--- config.mk ---
export PLATFORM = sky130hd
export DESIGN_NAME = clock_time_setter
export DESIGN_NICKNAME = d
export VERILOG_FILES = /design/src/rtl/clock_time_setter.sv
export SDC_FILE = /design/constraint.sdc
export NUM_CORES = 1
export LEC_CHECK = 0
export CAP_MARGIN = 15
export CORE_MARGIN = 2
export CORE_UTILIZATION = 45
export DETAILED_ROUTE_END_ITERATION = 7
export PLACE_DENSITY = 0.74
export REMOVE_ABC_BUFFERS = 1
export SLEW_MARGIN = 20
export SYNTH_ARGS = -nofsm -noshare
export SYNTH_HDL_FRONTEND = slang
export SYNTH_HIERARCHICAL = 1
export SYNTH_SLANG_ARGS = --single-unit
--- constraint.sdc ---
create_clock -name CLOCK_50 -period 5.7 [get_ports CLOCK_50]
set_input_delay 1.14 -clock CLOCK_50 [delete_from_list [all_inputs] [get_ports CLOCK_50]]
set_output_delay 1.14 -clock CLOCK_50 [all_outputs]
set_load 0.1 [all_outputs]
--- src/rtl/clock_time_setter.sv ---
// clock_time_setter: pushbutton time-set controller for an HH:MM clock.
//
// Two active-low board keys are synchronized and debounced. A mode press
// walks RUN -> SET_H -> SET_M -> RUN, and an inc press bumps the field
// being edited. Leaving SET_M issues a one-cycle load strobe carrying the
// edited time to the running counters. The field under edit blinks.
//
// Ports:
//   CLOCK_50       in   system clock, rising edge
//   Resetn         in   asynchronous active-low reset
//   KEY_MODE       in   raw mode key, active-low, asynchronous
//   KEY_INC        in   raw increment key, active-low, asynchronous
//   cur_hours      in   live hour count (0-23)
//   cur_minutes    in   live minute count (0-59)
//   running        out  counter enable, high only while not editing
//   load           out  one-cycle load strobe for the counters
//   load_hours     out  hour value to load (always the edit register)
//   load_minutes   out  minute value to load (always the edit register)
//   blank_hours    out  blank hour digits in the current blink phase
//   blank_minutes  out  blank minute digits in the current blink phase
//   state_dbg      out  current FSM state (0 RUN, 1 SET_H, 2 SET_M)
//
// Handshake: there is no valid/ready pair on this block. load is a bare
// one-cycle strobe; the counters must sample load_hours/load_minutes on
// the edge that ends the cycle in which load is high.

// Synchronizer plus debouncer for one active-low key. press is a
// registered one-cycle pulse on each accepted 1->0 change of the
// debounced level; releases produce nothing.
module key_debounce #(
  parameter int CYCLES = 1000000
) (
  input  logic clk,
  input  logic rst_n,
  input  logic key,
  output logic press
);
  localparam int W = (CYCLES > 1) ? $clog2(CYCLES) : 1;
  localparam logic [W-1:0] LAST = W'(CYCLES - 1);

  logic         sync1;
  logic         sync2;
  logic         db;
  logic         db_q;
  logic [W-1:0] cnt;

  always_ff @(posedge clk or negedge rst_n) begin
    if (!rst_n) begin
      sync1 <= 1'b1;
      sync2 <= 1'b1;
      db    <= 1'b1;
      db_q  <= 1'b1;
      cnt   <= '0;
      press <= 1'b0;
    end else begin
      sync1 <= key;
      sync2 <= sync1;
      db_q  <= db;
      // Edge detect on the delayed copy so the pulse is a clean register.
      press <= db_q & ~db;
      if (sync2 == db) begin
        cnt <= '0;
      end else if (cnt == LAST) begin
        cnt <= '0;
        db  <= sync2;
      end else begin
        cnt <= cnt + 1'b1;
      end
    end
  end
endmodule

module clock_time_setter #(
  parameter int DEBOUNCE_CYCLES = 1000000,
  parameter int BLINK_CYCLES    = 12500000
) (
  input  logic       CLOCK_50,
  input  logic       Resetn,
  input  logic       KEY_MODE,
  input  logic       KEY_INC,
  input  logic [4:0] cur_hours,
  input  logic [5:0] cur_minutes,
  output logic       running,
  output logic       load,
  output logic [4:0] load_hours,
  output logic [5:0] load_minutes,
  output logic       blank_hours,
  output logic       blank_minutes,
  output logic [1:0] state_dbg
);
  localparam int BW = (BLINK_CYCLES > 1) ? $clog2(BLINK_CYCLES) : 1;
  localparam logic [BW-1:0] BLAST = BW'(BLINK_CYCLES - 1);

  typedef enum logic [1:0] {
    RUN   = 2'd0,
    SET_H = 2'd1,
    SET_M = 2'd2
  } state_t;

  state_t        state;
  logic          mode_p;
  logic          inc_p;
  logic [4:0]    edit_h;
  logic [5:0]    edit_m;
  logic [BW-1:0] bcnt;
  logic          vis;

  key_debounce #(.CYCLES(DEBOUNCE_CYCLES)) u_db_mode (
    .clk   (CLOCK_50),
    .rst_n (Resetn),
    .key   (KEY_MODE),
    .press (mode_p)
  );

  key_debounce #(.CYCLES(DEBOUNCE_CYCLES)) u_db_inc (
    .clk   (CLOCK_50),
    .rst_n (Resetn),
    .key   (KEY_INC),
    .press (inc_p)
  );

  // running is its own register rather than a decode of state: it drops on
  // the same edge that enters SET_H, but rises only one edge after the
  // load strobe, so the counters never run during the load cycle.
  always_ff @(posedge CLOCK_50 or negedge Resetn) begin
    if (!Resetn) begin
      state   <= RUN;
      running <= 1'b1;
      load    <= 1'b0;
      edit_h  <= '0;
      edit_m  <= '0;
      bcnt    <= '0;
      vis     <= 1'b1;
    end else begin
      load <= 1'b0;
      case (state)
        RUN: begin
          running <= 1'b1;
          bcnt    <= '0;
          vis     <= 1'b1;
          if (mode_p) begin
            edit_h  <= (cur_hours   > 5'd23) ? 5'd0 : cur_hours;
            edit_m  <= (cur_minutes > 6'd59) ? 6'd0 : cur_minutes;
            state   <= SET_H;
            running <= 1'b0;
          end
        end
        SET_H: begin
          if (mode_p) begin
            // Mode has priority; a coincident inc is dropped.
            state <= SET_M;
            bcnt  <= '0;
            vis   <= 1'b1;
          end else if (inc_p) begin
            edit_h <= (edit_h == 5'd23) ? 5'd0 : edit_h + 5'd1;
            bcnt   <= '0;
            vis    <= 1'b1;
          end else if (bcnt == BLAST) begin
            bcnt <= '0;
            vis  <= ~vis;
          end else begin
            bcnt <= bcnt + 1'b1;
          end
        end
        SET_M: begin
          if (mode_p) begin
            load  <= 1'b1;
            state <= RUN;
            bcnt  <= '0;
            vis   <= 1'b1;
          end else if (inc_p) begin
            edit_m <= (edit_m == 6'd59) ? 6'd0 : edit_m + 6'd1;
            bcnt   <= '0;
            vis    <= 1'b1;
          end else if (bcnt == BLAST) begin
            bcnt <= '0;
            vis  <= ~vis;
          end else begin
            bcnt <= bcnt + 1'b1;
          end
        end
        default: begin
          state   <= RUN;
          running <= 1'b1;
          bcnt    <= '0;
          vis     <= 1'b1;
        end
      endcase
    end
  end

  assign load_hours    = edit_h;
  assign load_minutes  = edit_m;
  assign blank_hours   = (state == SET_H) & ~vis;
  assign blank_minutes = (state == SET_M) & ~vis;
  assign state_dbg     = state;
endmodule

==> results.rst <==
.. list-table::
   :header-rows: 1

   * - Metric
     - Value
   * - Post-synthesis cell count
     - 462
   * - Unique cell type count in the Yosys netlist
     - 57
   * - Clock tree from TritonCTS
     - done
   * - P_sw
     - 0.000242 W
   * - Critical path required time
     - 4.56 ns
   * - Peak supply drop
     - 0.110 mV
   * - Element type at the critical path start
     - flip-flop
   * - Highest clock rate
     - 261 MHz
   * - Power density over the cells
     - 207 nW/um^2
   * - Slew Limit Fails
     - 0
   * - Share of power burned in combinational logic
     - 0.046
   * - Setup repair after global routing missed its margin
     - false
   * - Largest fanout on the critical path
     - 11
   * - Async SR Flop Fraction
     - 1.00
   * - CTS Sinks
     - 90
   * - Setup TNS after final layout
     - 0 ns
   * - Most used DFF post-synth
     - sky130_fd_sc_hd__dfrtp_1
   * - Type of the worst min-delay path
     - reg2reg
   * - P_leak
     - 1.98 nW
   * - Post-CTS setup buffer count
     - 0
   * - Width of the die
     - 105 um
   * - Via count of the first global-routing pass
     - 3366
   * - Path type of the worst setup path
     - reg2out
   * - CTS buffer count
     - 9
   * - Number of setup violations in the final report
     - 0
   * - Initial Utilization
     - 0.467
   * - GRT Overall Usage
     - 0.169
   * - Maximum number of pins on one net before global-route repair
     - 49
   * - Gates resized, CTS repair
     - 0
   * - Internal power
     - 0.000833 W
   * - Transition time of the tightest slew-check pin
     - 0.984 ns
   * - Number of top-level pins
     - 32
   * - Reg clk slew, reported paths
     - 0.09 ns
   * - H-tree level count
     - 3
   * - Antenna Nets Post-Route
     - 0
   * - Delay contributed by the slowest stage of the critical path
     - 1.14 ns
   * - Final Total Pwr
     - 0.00108 W
   * - Drt drc
     - 0
   * - Largest area contributor in the synthesized netlist
     - sky130_fd_sc_hd__dfrtp_1
   * - Fill count
     - 911
   * - Final period utilization
     - 0.672
   * - Max_cap viols
     - 0
   * - Seq pwr share
     - 0.606
   * - Area growth from synthesis to final layout
     - 13.1%
   * - Count of synthesis-stage warnings from yosys
     - 6
   * - Final hold vios
     - 0
   * - Final worst path period need
     - 3.83 ns
   * - Most Frequent Cell on Critical Path
     - sky130_fd_sc_hd__inv_1
   * - I/O Buffers
     - 31
   * - Net count of the finished layout
     - 518
   * - Number of inserted diodes
     - 0
   * - Sequential share of the synthesized area
     - 0.494
   * - Synth top area cells
     - sky130_fd_sc_hd__dfrtp_1 (44%), sky130_fd_sc_hd__dfstp_2 (5.7%), sky130_fd_sc_hd__nor2_1 (5.2%), sky130_fd_sc_hd__xnor2_1 (5.0%), sky130_fd_sc_hd__xor2_1 (3.8%)
   * - First drt pass iteration count
     - 4
   * - Crit path cell chain
     - inv_1, ha_1, inv_1, nor2_1, clkdlybuf4s50_1
   * - Number of buffers inserted for hold repair after clock tree synthesis
     - 0
   * - First-iteration detailed-routing DRC count
     - 228
   * - Share of the synthesized area in the top cell type
     - 0.437
   * - WL final
     - 8680 um
   * - Full die area
     - 11000 um^2
   * - Number of flops mapped to enable cells by yosys
     - 0
   * - Fraction of layout instances using a drive strength above 1
     - 0.0880
   * - Overflow after GRT
     - 0
   * - Number of antenna violations at the first check in global routing
     - 0
   * - Number of buffer and inverter instances along the worst setup path
     - 3
   * - Flip-flop and latch count after synthesis
     - 90
   * - Core Footprint
     - 9820 um^2
   * - Outcome
     - completed
   * - CP max-delay cell
     - sky130_fd_sc_hd__clkdlybuf4s50_1
   * - Switching Fraction
     - 0.226
   * - Detailed placer's ending HPWL
     - 6040 um
   * - Post-synthesis average cell area
     - 9.93 um^2
   * - Slew margin rel.
     - 0.342
   * - Endpoint arrival time on the critical path
     - 2.69 ns
   * - Global-route wire length before repair
     - 15500 um
   * - Clock network fraction of total power
     - 0.348
   * - Worst Skew
     - 0.0178 ns
   * - Synthesized cell area
     - 4590 um^2
   * - Wire length per cell
     - 13.7 um
   * - Library cell used as clock root buffer
     - sky130_fd_sc_hd__clkbuf_8
   * - Placement Rows
     - 36
   * - Die span in y
     - 105 um
   * - Via-to-Cell Ratio
     - 5.50
   * - Clock network latency to the later pin of the worst-skew pair
     - 0.35 ns
   * - Global placer's final weighted congestion
     - 0.854
   * - Critical path endpoint category
     - output port
   * - Largest delay contributor family on the critical path
     - buffers and inverters
   * - Total via count after detailed routing
     - 3482
   * - Buffer levels on the longest clock path
     - 2
==> flip-flops by register name, summed over array words and instances (netlist names) <==
name and flops:
running 1, u_db_mode/cnt 20, u_db_mode/press 1, bcnt 24
u_db_inc/db 1, u_db_inc/press 1, load_minutes 6, state_dbg 2
u_db_mode/db 1, u_db_inc/sync1 1, u_db_mode/db_q 1, load_hours 5
u_db_inc/cnt 20, u_db_inc/db_q 1, u_db_inc/sync2 1, load 1
u_db_mode/sync1 1, u_db_mode/sync2 1, vis 1
==> power by group through the flow <==
stage / combinational [W] / clock [W] / sequential (W)
2_1_floorplan: 0.0000155 / 0 / 0.000669
3_5_place_dp: 0.0000513 / 0 / 0.000663
6_report: 0.0000499 / 0.000374 / 0.000651
4_1_cts: 0.0000516 / 0.000393 / 0.000651
5_1_grt: 0.0000567 / 0.000421 / 0.000652
3_3_place_gp: 0.0000507 / 0 / 0.000663
==> metal layers <==
metal,part of all wire,global-route usage,wire (um),vias up
met3,0.039,0.0374,340,6
li1,-,-,-,1738
met1,0.47,0.229,4090,1673
met5,0,0,0,-
met4,0.0076,0.0467,66,0
met2,0.48,0.275,4180,65
==> cell usage in the layout (no fill, tap or decap), types with 16 or more instances in the layout <==
cell type,instances
sky130_fd_sc_hd__nand2_1,29
sky130_fd_sc_hd__inv_1,16
sky130_fd_sc_hd__nand3_1,29
sky130_fd_sc_hd__dfrtp_1,80
sky130_fd_sc_hd__clkdlybuf4s50_1,30
sky130_fd_sc_hd__xnor2_1,26
sky130_fd_sc_hd__a21oi_1,20
sky130_fd_sc_hd__xor2_1,20
sky130_fd_sc_hd__o21ai_0,16
sky130_fd_sc_hd__nor2_1,64
==> path summary, 6_finish.rpt <==
check	startpoint	to	slack [ns]	depth (start not counted)
worst max-delay path	state_dbg[0]	blank_minutes	1.87	5
worst max register to register	bcnt[0]	bcnt[13]	3.15	5
max in group asynchronous	Resetn	u_db_mode/cnt[8]	3.94	2
worst min register to register	u_db_inc/sync1	u_db_inc/sync2	0.36	0
min in group asynchronous	Resetn	state_dbg[0]	0.77	1
worst min-delay path	u_db_inc/sync1	u_db_inc/sync2	0.36	0
==> cells in the mapped netlist (10+ instances only) <==
library cell and instances:
sky130_fd_sc_hd__dfrtp_1 80, sky130_fd_sc_hd__nor2_1 64, sky130_fd_sc_hd__nand2_1 29, sky130_fd_sc_hd__nand3_1 29, sky130_fd_sc_hd__xnor2_1 26, sky130_fd_sc_hd__a21oi_1 20
sky130_fd_sc_hd__xor2_1 20, sky130_fd_sc_hd__inv_1 16, sky130_fd_sc_hd__o21ai_0 16, sky130_fd_sc_hd__nand4_1 12, sky130_fd_sc_hd__nor4_1 12, sky130_fd_sc_hd__or4_1 11
sky130_fd_sc_hd__dfstp_2 10, sky130_fd_sc_hd__nor3_1 10
==> final cells by class <==
class / instances / area, um^2 / share of cell area
clock buffer: 13 / 149 / 0.0287
clock inverter: 3 / 17.5 / 0.00338
inverter: 16 / 60.1 / 0.0116
multi-input combinational: 346 / 2210 / 0.427
sequential: 90 / 2260 / 0.437
tap: 133 / 166 / 0.0321
timing repair buffer: 32 / 315 / 0.0608
==> stage by stage <==
stage               worst slack [ns]  hold WS, ns  utilization  area (um^2)  instances
finish                          1.87        0.359        0.528         5190        633
global route                    1.69        0.369        0.528         5190        633
floorplan                       1.74        0.345            -         4540        452
CTS                             1.85        0.360        0.528         5190        633
global placement                2.30        0.348        0.511         5020        617
detailed placement              2.26        0.347        0.511         5020        617
==> kinds of logic (layout without fill, tap and decap cells) <==
family                     count (synthesis)  count (layout)  share of synthesized area
and+or+nand+nor                          217             217                      0.261
DFF                                       90              90                      0.494
AOI/OAI and AO/OA                         68              68                     0.0961
xor gates and xnor gates                  46              46                     0.0879
buffers and inverters                     26              64                     0.0232
adders and majority gates                  8               8                     0.0218
muxes                                      7               7                     0.0161
==> worst register-to-register path, stage by stage (launching register included) <==
cell                       delay (ns)
sky130_fd_sc_hd__dfrtp_1         0.46
sky130_fd_sc_hd__ha_1            0.42
sky130_fd_sc_hd__nand4b_1        0.13
sky130_fd_sc_hd__or4_1           0.47
sky130_fd_sc_hd__o21ai_2         0.79
sky130_fd_sc_hd__nor2_1          0.12
Power figures use the tool's default switching activity.
